## src/rtl/gp0_reg_slave_if.sv

```systemverilog
`default_nettype none
// ---------------------------------------------------------------------------
// gp0_reg_slave_if : AXI4 channel bundle between the GP0 master and the
//                    board-I/O register slave.
// Revision: 1.0
// ---------------------------------------------------------------------------
interface gp0_reg_slave_if;
  logic [11:0] awid;
  logic [31:0] awaddr;
  logic [7:0]  awlen;
  logic [1:0]  awburst;
  logic        awvalid;
  logic        awready;

  logic [31:0] wdata;
  logic [3:0]  wstrb;
  logic        wlast;
  logic        wvalid;
  logic        wready;

  logic [11:0] bid;
  logic [1:0]  bresp;
  logic        bvalid;
  logic        bready;

  logic [11:0] arid;
  logic [31:0] araddr;
  logic [7:0]  arlen;
  logic [1:0]  arburst;
  logic        arvalid;
  logic        arready;

  logic [11:0] rid;
  logic [31:0] rdata;
  logic [1:0]  rresp;
  logic        rlast;
  logic        rvalid;
  logic        rready;

  modport slave (
    input  awid, awaddr, awlen, awburst, awvalid,
    output awready,
    input  wdata, wstrb, wlast, wvalid,
    output wready,
    output bid, bresp, bvalid,
    input  bready,
    input  arid, araddr, arlen, arburst, arvalid,
    output arready,
    output rid, rdata, rresp, rlast, rvalid,
    input  rready
  );

  modport master (
    output awid, awaddr, awlen, awburst, awvalid,
    input  awready,
    output wdata, wstrb, wlast, wvalid,
    input  wready,
    input  bid, bresp, bvalid,
    output bready,
    output arid, araddr, arlen, arburst, arvalid,
    input  arready,
    input  rid, rdata, rresp, rlast, rvalid,
    output rready
  );
endinterface
`default_nettype wire

```

## src/rtl/gp0_reg_slave.sv

```systemverilog
`default_nettype none
// ---------------------------------------------------------------------------
// gp0_reg_slave : AXI4 slave holding the LED / input / scratch / ID registers.
// Revision: 1.0
// ---------------------------------------------------------------------------
module gp0_reg_slave #(
  parameter logic [31:0] ID_VALUE  = 32'h1B11_0001,
  parameter logic [9:0]  LED_RESET = 10'h000
) (
  input  logic             sysclk,
  input  logic             reset,
  gp0_reg_slave_if.slave   s,
  output logic [3:0]       leds,
  output logic [2:0]       led4,
  output logic [2:0]       led5,
  input  logic [1:0]       switches,
  input  logic [3:0]       btns
);

  localparam logic [1:0] WORD_LED     = 2'd0;
  localparam logic [1:0] WORD_INPUT   = 2'd1;
  localparam logic [1:0] WORD_SCRATCH = 2'd2;
  localparam logic [1:0] BURST_FIXED  = 2'b00;
  localparam logic [1:0] RESP_OKAY    = 2'b00;
  localparam logic [1:0] RESP_SLVERR  = 2'b10;

  typedef enum logic [1:0] {
    W_IDLE = 2'd0,
    W_DATA = 2'd1,
    W_RESP = 2'd2
  } wstate_e;

  typedef enum logic [0:0] {
    R_IDLE = 1'b0,
    R_DATA = 1'b1
  } rstate_e;

  // Register bank
  logic [9:0]  led_q, led_d;
  logic [31:0] scratch_q, scratch_d;
  logic [5:0]  sync1_q, sync2_q;

  // Write channel state
  wstate_e     wstate_q, wstate_d;
  logic [11:0] bid_q, bid_d;
  logic [7:0]  awlen_q, awlen_d;
  logic [1:0]  awburst_q, awburst_d;
  logic [1:0]  wword_q, wword_d;
  logic [8:0]  wbeat_q, wbeat_d;
  logic        werr_q, werr_d;
  logic [1:0]  bresp_q, bresp_d;
  logic        w_commit;

  // Read channel state
  rstate_e     rstate_q, rstate_d;
  logic [11:0] rid_q, rid_d;
  logic [7:0]  arlen_q, arlen_d;
  logic [1:0]  arburst_q, arburst_d;
  logic [1:0]  rword_q, rword_d;
  logic [7:0]  rbeat_q, rbeat_d;
  logic [31:0] rdata_q, rdata_d;
  logic        rlast_q, rlast_d;

  logic        unused_addr_bits;

  function automatic logic [1:0] next_word(input logic [1:0] word, input logic [1:0] burst);
    return (burst == BURST_FIXED) ? word : word + 2'd1;
  endfunction

  function automatic logic [31:0] read_word(input logic [1:0]  word,
                                            input logic [9:0]  led,
                                            input logic [5:0]  inp,
                                            input logic [31:0] scratch);
    logic [31:0] data;
    case (word)
      WORD_LED:     data = {22'b0, led};
      WORD_INPUT:   data = {26'b0, inp};
      WORD_SCRATCH: data = scratch;
      default:      data = ID_VALUE;
    endcase
    return data;
  endfunction

  // ---------------------------------------------------------------- write FSM
  always_ff @(posedge sysclk) begin
    if (reset) begin
      wstate_q  <= W_IDLE;
      bid_q     <= 12'h000;
      awlen_q   <= 8'h00;
      awburst_q <= 2'b00;
      wword_q   <= 2'd0;
      wbeat_q   <= 9'd0;
      werr_q    <= 1'b0;
      bresp_q   <= RESP_OKAY;
    end else begin
      wstate_q  <= wstate_d;
      bid_q     <= bid_d;
      awlen_q   <= awlen_d;
      awburst_q <= awburst_d;
      wword_q   <= wword_d;
      wbeat_q   <= wbeat_d;
      werr_q    <= werr_d;
      bresp_q   <= bresp_d;
    end
  end

  always_comb begin
    wstate_d  = wstate_q;
    bid_d     = bid_q;
    awlen_d   = awlen_q;
    awburst_d = awburst_q;
    wword_d   = wword_q;
    wbeat_d   = wbeat_q;
    werr_d    = werr_q;
    bresp_d   = bresp_q;
    w_commit  = 1'b0;
    s.awready = !reset && (wstate_q == W_IDLE);
    s.wready  = !reset && (wstate_q == W_DATA);
    s.bvalid  = !reset && (wstate_q == W_RESP);

    case (wstate_q)
      W_IDLE: begin
        if (s.awvalid) begin
          wstate_d  = W_DATA;
          bid_d     = s.awid;
          awlen_d   = s.awlen;
          awburst_d = s.awburst;
          wword_d   = s.awaddr[3:2];
          wbeat_d   = 9'd0;
          werr_d    = 1'b0;
        end
      end
      W_DATA: begin
        if (s.wvalid) begin
          // Beats beyond awlen+1 are swallowed so the master can still finish on wlast
          w_commit = (wbeat_q <= {1'b0, awlen_q});
          if (w_commit) begin
            wbeat_d = wbeat_q + 9'd1;
            wword_d = next_word(wword_q, awburst_q);
          end
          if (s.wlast) begin
            wstate_d = W_RESP;
            bresp_d  = (werr_q || (wbeat_q != {1'b0, awlen_q})) ? RESP_SLVERR : RESP_OKAY;
          end else if (wbeat_q == {1'b0, awlen_q}) begin
            werr_d = 1'b1;
          end
        end
      end
      W_RESP: begin
        if (s.bready) begin
          wstate_d = W_IDLE;
        end
      end
      default: wstate_d = W_IDLE;
    endcase
  end

  assign s.bid   = bid_q;
  assign s.bresp = bresp_q;

  // ------------------------------------------------------------ register bank
  always_comb begin
    led_d     = led_q;
    scratch_d = scratch_q;
    if (w_commit) begin
      case (wword_q)
        WORD_LED: begin
          if (s.wstrb[0]) led_d[7:0] = s.wdata[7:0];
          if (s.wstrb[1]) led_d[9:8] = s.wdata[9:8];
        end
        WORD_SCRATCH: begin
          for (int i = 0; i < 4; i++) begin
            if (s.wstrb[i]) scratch_d[8*i +: 8] = s.wdata[8*i +: 8];
          end
        end
        default: ;
      endcase
    end
  end

  always_ff @(posedge sysclk) begin
    if (reset) begin
      led_q     <= LED_RESET;
      scratch_q <= 32'h0000_0000;
      sync1_q   <= 6'b0;
      sync2_q   <= 6'b0;
    end else begin
      led_q     <= led_d;
      scratch_q <= scratch_d;
      sync1_q   <= {btns, switches};
      sync2_q   <= sync1_q;
    end
  end

  assign leds = led_q[3:0];
  assign led4 = led_q[6:4];
  assign led5 = led_q[9:7];

  // ----------------------------------------------------------------- read FSM
  always_ff @(posedge sysclk) begin
    if (reset) begin
      rstate_q  <= R_IDLE;
      rid_q     <= 12'h000;
      arlen_q   <= 8'h00;
      arburst_q <= 2'b00;
      rword_q   <= 2'd0;
      rbeat_q   <= 8'h00;
      rdata_q   <= 32'h0000_0000;
      rlast_q   <= 1'b0;
    end else begin
      rstate_q  <= rstate_d;
      rid_q     <= rid_d;
      arlen_q   <= arlen_d;
      arburst_q <= arburst_d;
      rword_q   <= rword_d;
      rbeat_q   <= rbeat_d;
      rdata_q   <= rdata_d;
      rlast_q   <= rlast_d;
    end
  end

  always_comb begin
    rstate_d  = rstate_q;
    rid_d     = rid_q;
    arlen_d   = arlen_q;
    arburst_d = arburst_q;
    rword_d   = rword_q;
    rbeat_d   = rbeat_q;
    rdata_d   = rdata_q;
    rlast_d   = rlast_q;
    s.arready = !reset && (rstate_q == R_IDLE);
    s.rvalid  = !reset && (rstate_q == R_DATA);

    case (rstate_q)
      R_IDLE: begin
        if (s.arvalid) begin
          rstate_d  = R_DATA;
          rid_d     = s.arid;
          arlen_d   = s.arlen;
          arburst_d = s.arburst;
          rbeat_d   = 8'h00;
          rdata_d   = read_word(s.araddr[3:2], led_q, sync2_q, scratch_q);
          rlast_d   = (s.arlen == 8'h00);
          // rword tracks the word of the next beat to be fetched
          rword_d   = next_word(s.araddr[3:2], s.arburst);
        end
      end
      R_DATA: begin
        if (s.rready) begin
          if (rlast_q) begin
            rstate_d = R_IDLE;
          end else begin
            rdata_d = read_word(rword_q, led_q, sync2_q, scratch_q);
            rbeat_d = rbeat_q + 8'd1;
            rlast_d = ((rbeat_q + 8'd1) == arlen_q);
            rword_d = next_word(rword_q, arburst_q);
          end
        end
      end
      default: rstate_d = R_IDLE;
    endcase
  end

  assign s.rid   = rid_q;
  assign s.rdata = rdata_q;
  assign s.rresp = RESP_OKAY;
  assign s.rlast = rlast_q;

  assign unused_addr_bits = ^{s.awaddr[31:4], s.awaddr[1:0], s.araddr[31:4], s.araddr[1:0]};

endmodule
`default_nettype wire

```

## src/flat_wrapper.sv

```systemverilog
// flat-port wrapper written by rule: the top's interface ports become plain ports
module gp0_reg_slave_flat 
#(
  parameter logic [31:0] ID_VALUE  = 32'h1B11_0001,
  parameter logic [9:0]  LED_RESET = 10'h000
)
  (sysclk, reset, leds, led4, led5, switches, btns, s_awid, s_awaddr, s_awlen, s_awburst, s_awvalid, s_awready, s_wdata, s_wstrb, s_wlast, s_wvalid, s_wready, s_bid, s_bresp, s_bvalid, s_bready, s_arid, s_araddr, s_arlen, s_arburst, s_arvalid, s_arready, s_rid, s_rdata, s_rresp, s_rlast, s_rvalid, s_rready);
  gp0_reg_slave_if s_i ();
  input  logic sysclk;
  input  logic reset;
  output logic [3:0] leds;
  output logic [2:0] led4;
  output logic [2:0] led5;
  input  logic [1:0] switches;
  input  logic [3:0] btns;
  input wire logic [$bits(s_i.awid)-1:0] s_awid;
  input wire logic [$bits(s_i.awaddr)-1:0] s_awaddr;
  input wire logic [$bits(s_i.awlen)-1:0] s_awlen;
  input wire logic [$bits(s_i.awburst)-1:0] s_awburst;
  input wire logic [$bits(s_i.awvalid)-1:0] s_awvalid;
  output wire logic [$bits(s_i.awready)-1:0] s_awready;
  input wire logic [$bits(s_i.wdata)-1:0] s_wdata;
  input wire logic [$bits(s_i.wstrb)-1:0] s_wstrb;
  input wire logic [$bits(s_i.wlast)-1:0] s_wlast;
  input wire logic [$bits(s_i.wvalid)-1:0] s_wvalid;
  output wire logic [$bits(s_i.wready)-1:0] s_wready;
  output wire logic [$bits(s_i.bid)-1:0] s_bid;
  output wire logic [$bits(s_i.bresp)-1:0] s_bresp;
  output wire logic [$bits(s_i.bvalid)-1:0] s_bvalid;
  input wire logic [$bits(s_i.bready)-1:0] s_bready;
  input wire logic [$bits(s_i.arid)-1:0] s_arid;
  input wire logic [$bits(s_i.araddr)-1:0] s_araddr;
  input wire logic [$bits(s_i.arlen)-1:0] s_arlen;
  input wire logic [$bits(s_i.arburst)-1:0] s_arburst;
  input wire logic [$bits(s_i.arvalid)-1:0] s_arvalid;
  output wire logic [$bits(s_i.arready)-1:0] s_arready;
  output wire logic [$bits(s_i.rid)-1:0] s_rid;
  output wire logic [$bits(s_i.rdata)-1:0] s_rdata;
  output wire logic [$bits(s_i.rresp)-1:0] s_rresp;
  output wire logic [$bits(s_i.rlast)-1:0] s_rlast;
  output wire logic [$bits(s_i.rvalid)-1:0] s_rvalid;
  input wire logic [$bits(s_i.rready)-1:0] s_rready;
  assign s_i.awid = s_awid;
  assign s_i.awaddr = s_awaddr;
  assign s_i.awlen = s_awlen;
  assign s_i.awburst = s_awburst;
  assign s_i.awvalid = s_awvalid;
  assign s_awready = s_i.awready;
  assign s_i.wdata = s_wdata;
  assign s_i.wstrb = s_wstrb;
  assign s_i.wlast = s_wlast;
  assign s_i.wvalid = s_wvalid;
  assign s_wready = s_i.wready;
  assign s_bid = s_i.bid;
  assign s_bresp = s_i.bresp;
  assign s_bvalid = s_i.bvalid;
  assign s_i.bready = s_bready;
  assign s_i.arid = s_arid;
  assign s_i.araddr = s_araddr;
  assign s_i.arlen = s_arlen;
  assign s_i.arburst = s_arburst;
  assign s_i.arvalid = s_arvalid;
  assign s_arready = s_i.arready;
  assign s_rid = s_i.rid;
  assign s_rdata = s_i.rdata;
  assign s_rresp = s_i.rresp;
  assign s_rlast = s_i.rlast;
  assign s_rvalid = s_i.rvalid;
  assign s_i.rready = s_rready;
  gp0_reg_slave #(.ID_VALUE(ID_VALUE), .LED_RESET(LED_RESET)) u_core (.sysclk(sysclk), .reset(reset), .s(s_i), .leds(leds), .led4(led4), .led5(led5), .switches(switches), .btns(btns));
endmodule
```

## config.mk

```make
export PLATFORM = sky130hd
export DESIGN_NAME = gp0_reg_slave_flat
export DESIGN_NICKNAME = d
export VERILOG_FILES = /design/src/rtl/gp0_reg_slave_if.sv /design/src/rtl/gp0_reg_slave.sv /design/src/flat_wrapper.sv
export SDC_FILE = /design/constraint.sdc
export NUM_CORES = 1
export LEC_CHECK = 0
export ABC_AREA = 1
export CELL_PAD_IN_SITES_DETAIL_PLACEMENT = 0
export CELL_PAD_IN_SITES_GLOBAL_PLACEMENT = 1
export CORE_UTILIZATION = 35
export DETAILED_ROUTE_END_ITERATION = 10
export MAX_ROUTING_LAYER = met4
export PLACE_DENSITY_LB_ADDON = 0.1
export SLEW_MARGIN = 20
export SYNTH_ARGS = -nofsm -noshare
export SYNTH_HDL_FRONTEND = slang
export SYNTH_SLANG_ARGS = --single-unit
```

## constraint.sdc

```tcl
create_clock -name sysclk -period 3.9 [get_ports sysclk]
set_input_delay 0.39 -clock sysclk [delete_from_list [all_inputs] [get_ports sysclk]]
set_output_delay 0.39 -clock sysclk [all_outputs]
set_load 0.1 [all_outputs]
```

==> qor.yml, run 1 <==
drt_first_iter_violations: 346
finalHoldViolations: 0
cp_max_fo: 11
cts.hold.buffers_added: 0
ant_nets: 0
post-route-period-util_pct: 74.70
clock_power_share_pct: 39.2
wire_length_reported_by_the_detailed_router_um: 20260
timing.final.max_slew_violations: 0
hpwlAfterDp_um: 13840
crit_path_cell_chain: "buf_4 > inv_1 > nor2_1 > clkdlybuf4s50_1"
final_nets: 1332
ff_latch_area_sq_mm: 0.003143
ir_worst_vdd_v: 0.0003033
finalCriticalPeriod_ns: 2.913
yosys_register_bits: 157
clock-skew-final_ns: 0.01137
status: "finished clean"
crit_type: "reg2out"
cts_tree: "done"
power_frac_comb_pct: 22.9
htree_num_levels: 4
synthCells: 1003
clock_tree.buffer_depth: 2
worstPathArrival_ns: 2.52
ys_dominant_reg_cell: "sky130_fd_sc_hd__dfxtp_1"
first_pass_iters: 7
multiplexer_fraction_of_the_synthesized_cell_area_pct: 0
critical_path.startpoint_type: "flip-flop"
synth_simple_gate_area_share_pct: 27.59
leakage_nw: 3.961
routed_via_density: 4.763
power_per_cell_area_mw_per_mm2: 474.6
clock_latency_ns: 0.43
synthTopCellsByArea: "sky130_fd_sc_hd__dfxtp_1 (44%), sky130_fd_sc_hd__nand2_1 (10%), sky130_fd_sc_hd__nor2_1 (8.6%)"
drc: 0
timing.max_slew.rel_slack_pct: 29.95
cts_buffers: 17
power.total_w: 0.004594
report.final.setup_viol: 0
asyncSetResetFlopFracSynth_pct: 0
overflow: 0
fraction_of_the_mapped_netlist_area_in_adder_cells_pct: 3.487
grt_usage_pct: 20.13
finalHoldWorstSlack_ns: 0.3573
max_freq_ghz: 0.3433
cellInternalPower_w: 0.003042
vias: 6844
ctsResizeCount: 0
p_r_area_growth_vs_syn_pct: 34.87
synth.cell_area_sq_mm: 0.007176
ys_warn_count: 0
cell_taking_the_most_area_after_synthesis: "sky130_fd_sc_hd__dfxtp_1"
num_antenna_cells: 0
final_layout_size_suffix_gt1_share_pct: 5.398
clockRootBuffer: "sky130_fd_sc_hd__clkbuf_16"
switchingPower_w: 0.001552
grt_setup_unrepaired: "no"
layout_common_cells: "sky130_fd_sc_hd__nand2_1 (191), sky130_fd_sc_hd__clkdlybuf4s50_1 (169), sky130_fd_sc_hd__nor2_1 (165)"
swShare_pct: 33.79
worst-slew-pin-transition_ns: 1.047
number_of_flops_mapped_to_enable_cells_by_yosys: 0
final_core_util_pct: 47.98
first_global_vias: 6356
min-delay-path-class: "in2reg"
floorplan.io_pins: 234
maximum_number_of_pins_on_one_net_before_global_route_repair: 59
floorplan.die.width_um: 145.2
numPortBuffers: 170
largest_family_of_logic_cells_by_synthesized_area: "simple AND/OR/NAND/NOR gates"
slowest_delay_ns: 1.20
layout.filler_cells: 2039
multiInputGateArea_sq_mm: 0.003363
post_synth_xor_area_fraction_pct: 0.6103
globalplace.congestion: 0.7979
routed_wire_length_per_instance_um: 14.10
clock_sink_count: 157
core-area_sq_mm: 0.02017
slowest_stage: "sky130_fd_sc_hd__clkdlybuf4s50_1"
synth.lib_cells_used.distinct: 41
antenna_found_initial: 0
complex_gate_fraction_of_the_synthesized_area_pct: 15.03
clk_pin_slew_worst_paths_ns: 0.07
power.sequential.fraction_pct: 37.9
max_cap_violations: 0
critPathCaptureType: "output pin"
netlist.area_leader.share_pct: 43.80
die_y_um: 145.2
wp_data_required_ns: 3.51
syn_avg_cell_area_sq_um: 7.154
grt_pass1_wl_um: 32980
post_cts_buffers: 0
layout_commonest_cell: "sky130_fd_sc_hd__nand2_1"
std_cell_rows: 52
fin_tns_setup_ns: 0
synth_sequential_area_ratio_pct: 43.80
dieArea_sq_mm: 0.02108
initial_utilization_pct: 35.58
state kept, by name (all words and copies together) (netlist names), 8 cells and up:
name / cells
u_core.s.rid: 12
u_core.awlen_q: 8
u_core.arlen_q: 8
u_core.s.bid: 12
u_core.scratch_q: 32
u_core.rbeat_q: 8
u_core.led_q: 10
u_core.s.rdata: 32
u_core.wbeat_q: 9
final timing paths:
check                         start                end  slack (ns)  cells after the start
setup / recovery    u_core.rstate_q           s_rvalid        0.99                      4
hold / removal                reset  u_core.rbeat_q[7]        0.36                      2
setup reg to reg    u_core.rstate_q  u_core.s.rdata[6]        1.30                      8
hold reg to reg   u_core.sync1_q[4]  u_core.sync2_q[4]        0.41                      2
cell families after synthesis:
logic type,Yosys count
xor+xnor,5
flops,157
other cells,1
simple gates,458
fa+ha+maj,20
buf+inv,157
compound gates,205
cells in the mapped netlist (4+ instances only):
cell type and count:
sky130_fd_sc_hd__clkbuf_1 24, sky130_fd_sc_hd__nand3_1 43, sky130_fd_sc_hd__inv_1 100, sky130_fd_sc_hd__buf_4 4, sky130_fd_sc_hd__buf_2 15, sky130_fd_sc_hd__nand4_1 33, sky130_fd_sc_hd__o21ai_0 90, sky130_fd_sc_hd__ha_1 20
sky130_fd_sc_hd__o22ai_1 8, sky130_fd_sc_hd__nand2_1 191, sky130_fd_sc_hd__o211ai_1 5, sky130_fd_sc_hd__buf_1 5, sky130_fd_sc_hd__xor2_1 4, sky130_fd_sc_hd__dfxtp_1 157, sky130_fd_sc_hd__a31oi_1 10, sky130_fd_sc_hd__nor2_1 165
sky130_fd_sc_hd__nor3_1 7, sky130_fd_sc_hd__nand3_4 4, sky130_fd_sc_hd__a21oi_1 85, sky130_fd_sc_hd__buf_6 5
through the flow:
stage	std cells	area, sq um	setup slack, ns
2_1_floorplan	1005	7183	0.6957
3_3_place_gp	1405	9045	0.8333
3_5_place_dp	1405	9045	0.8312
4_1_cts	1437	9678	0.9386
5_1_grt	1437	9678	0.8834
6_report	1437	9678	0.9867
area by class of cell:
| type | instances | area share [%] |
|---|---|---|
| multi-input cells | 691 | 34.75 |
| flip-flops and latches | 157 | 32.48 |
| repair buffers | 184 | 18.75 |
| clock buffers | 18 | 4.538 |
| inverters | 103 | 3.995 |
| well taps | 270 | 3.491 |
| clock inverters | 14 | 2.004 |
power groups by stage:
stage	registers (W)	logic [W]	clock network (W)
final	0.00174	0.00105	0.00180
after global routing	0.00175	0.00113	0.00192
after CTS	0.00174	0.00106	0.00186
after detailed placement	0.00178	0.00106	0
after global placement	0.00178	0.00106	0
after floorplan	0.00214	0.000380	0
metal layers:
layer	global-route usage, %	vias to the layer above	part of all wire [%]
met1	24.87	3100	47
met3	5.881	13	6.1
met4	5.316	0	1.1
li1	-	3572	-
met2	31.97	159	46
met5	-	-	0
worst max-delay path: cells and delay by family, from the launching register on:
family	cells	cell delay (ns)
buf+inv	3	1.50
flops	1	0.31
simple gates	1	0.28
Power figures use the tool's default switching activity.
==> run 2: changes to the inputs <==
--- a/config.mk
+++ b/config.mk
@@ -8,7 +8,7 @@
 export ABC_AREA = 1
 export CELL_PAD_IN_SITES_DETAIL_PLACEMENT = 0
 export CELL_PAD_IN_SITES_GLOBAL_PLACEMENT = 1
-export CORE_UTILIZATION = 35
+export CORE_UTILIZATION = 32
 export DETAILED_ROUTE_END_ITERATION = 10
 export MAX_ROUTING_LAYER = met4
 export PLACE_DENSITY_LB_ADDON = 0.1
==> constraint.sdc (replaced) <==
create_clock -name sysclk -period 3 [get_ports sysclk]
set_input_delay 0.3 -clock sysclk [delete_from_list [all_inputs] [get_ports sysclk]]
set_output_delay 0.3 -clock sysclk [all_outputs]
set_load 0.1 [all_outputs]
==> run 2 against run 1 <==
Net effect:
- cell count grew 0.97%
- register-to-register slack lost 0.53 ns
- count of clock-buffer cells in the layout fell by 1
- routed wire length is 2.5% higher
- critical path depth is 2 higher
- sequential share of layout area increased by 0.39 points
- total power is 27% higher
- critical path type is now reg2reg
- first-iteration DRC count shrank 13%
- final area down 1.2%
- worst setup slack lost 0.22 ns
- combinational power up 30%
- sequential cell count is the same
==> qor.yml, run 2 (synthesis results as in run 1) <==
finalHoldViolations: 0
hpwlAfterDp_um: 14580
overflow: 0
vias: 6742
timing.max_slew.rel_slack_pct: 33.98
routed_via_density: 4.646
final_layout_size_suffix_gt1_share_pct: 10.08
htree_num_levels: 4
min-delay-path-class: "in2reg"
antenna_found_initial: 0
cellInternalPower_w: 0.003769
p_r_area_growth_vs_syn_pct: 33.29
clock-skew-final_ns: 0.01419
core-area_sq_mm: 0.02189
report.final.setup_viol: 0
max_cap_violations: 0
post_dp_cell_area_sq_mm: 0.008967
wp_data_required_ns: 3.29
crit_path_cell_chain: "nor2_1 > buf_4 > nor2_4 > inv_2 > o21ai_0 > a31oi_1"
grt_usage_pct: 19.03
clockRootBuffer: "sky130_fd_sc_hd__clkbuf_16"
placed_cells: 1419
swShare_pct: 35.25
power.sequential.fraction_pct: 38.9
slowest_delay_ns: 0.65
maximum_number_of_pins_on_one_net_before_global_route_repair: 67
fin_tns_setup_ns: 0
wire_length_reported_by_the_detailed_router_um: 20760
clock_latency_ns: 0.43
clk_pin_slew_worst_paths_ns: 0.07
floorplan.io_pins: 234
initial_utilization_pct: 32.78
layout.cell_area.non_filler_sq_mm: 0.009564
cts.hold.buffers_added: 0
num_antenna_cells: 0
first_pass_iters: 4
switchingPower_w: 0.002052
floorplan.die.width_um: 151.7
finalHoldWorstSlack_ns: 0.1502
drc: 0
power_frac_comb_pct: 23.3
cp_max_fo: 36
status: "finished clean"
drt_first_iter_violations: 302
post_cts_buffers: 0
clock_sink_count: 157
max_freq_ghz: 0.4476
crit_type: "reg2reg"
ir_worst_vdd_v: 0.0003926
ctsResizeCount: 0
ant_nets: 0
clock_power_share_pct: 37.8
power.total_w: 0.005822
timing.final.max_slew_violations: 0
std_cell_rows: 54
critPathCaptureType: "flip-flop"
layout_common_cells: "sky130_fd_sc_hd__nand2_1 (191), sky130_fd_sc_hd__nor2_1 (165), sky130_fd_sc_hd__dfxtp_1 (157)"
cts_tree: "done"
worstPathArrival_ns: 2.52
worst-slew-pin-transition_ns: 0.9872
critical_path.startpoint_type: "flip-flop"
slowest_stage: "sky130_fd_sc_hd__dfxtp_1"
first_global_vias: 6349
clock_tree.buffer_depth: 2
grt_setup_unrepaired: "no"
cts_buffers: 17
routed_wire_length_per_instance_um: 14.31
die_y_um: 151.7
layout_commonest_cell: "sky130_fd_sc_hd__nand2_1"
globalplace.congestion: 0.8328
post-route-period-util_pct: 74.47
power_per_cell_area_mw_per_mm2: 608.7
final-instance-count-excl-fill: 1451
numPortBuffers: 170
finalCriticalPeriod_ns: 2.234
dieArea_sq_mm: 0.02303
grt_pass1_wl_um: 32880
leakage_nw: 4.042
final_nets: 1336
-- run 2: area by class of cell --
cell class              instances  area, sq um
repair buffers                188         1719
clock buffers                  17        425.4
inverters                     103        386.6
flip-flops and latches        157         3143
multi-input cells             691         3368
clock inverters                15        171.4
fillers                      2285        12330
well taps                     280        350.3
-- run 2: path summary, 6_finish.rpt --
check	start	to	slack, ns	cells after the start
min reg2reg	u_core.sync1_q[2]	u_core.sync2_q[2]	0.40	2
max	u_core.rstate_q	u_core.s.rdata[8]	0.77	6
min	reset	u_core.rword_q[1]	0.15	2
max reg2reg	u_core.rstate_q	u_core.s.rdata[8]	0.77	6
-- run 2: metrics by stage --
| step | setup slack [ns] | util, % |
|---|---|---|
| floorplan | 0.1284 | - |
| global placement | 0.5947 | 40.96 |
| detailed placement | 0.5869 | 40.96 |
| CTS | 0.7236 | 43.69 |
| global route | 0.5450 | 43.69 |
| finish | 0.7660 | 43.69 |
-- run 2: power by group through the flow --
stage	clock network [W]	logic [W]	registers, W
finish	0.00220	0.00136	0.00227
global route	0.00235	0.00146	0.00228
CTS	0.00227	0.00137	0.00227
detailed placement	0	0.00136	0.00231
global placement	0	0.00137	0.00231
floorplan	0	0.000494	0.00278
-- run 2: routing by layer --
layer  part of all wire (%)  up-vias  routed length (um)  GRT usage (%)
li1                       -     3587                   -              -
met3                    6.1       15                1276          5.419
met2                     46      128                9654          30.43
met5                      0        -                   0              -
met4                   0.98        0                 204          5.000
met1                     46     3012                9629          23.41
-- run 2: critical path: cells and delay by family, from the launching register on --
family          cells  cell delay (ns)
flops               1             0.65
buf+inv             2             0.58
simple gates        2             0.52
compound gates      2             0.34
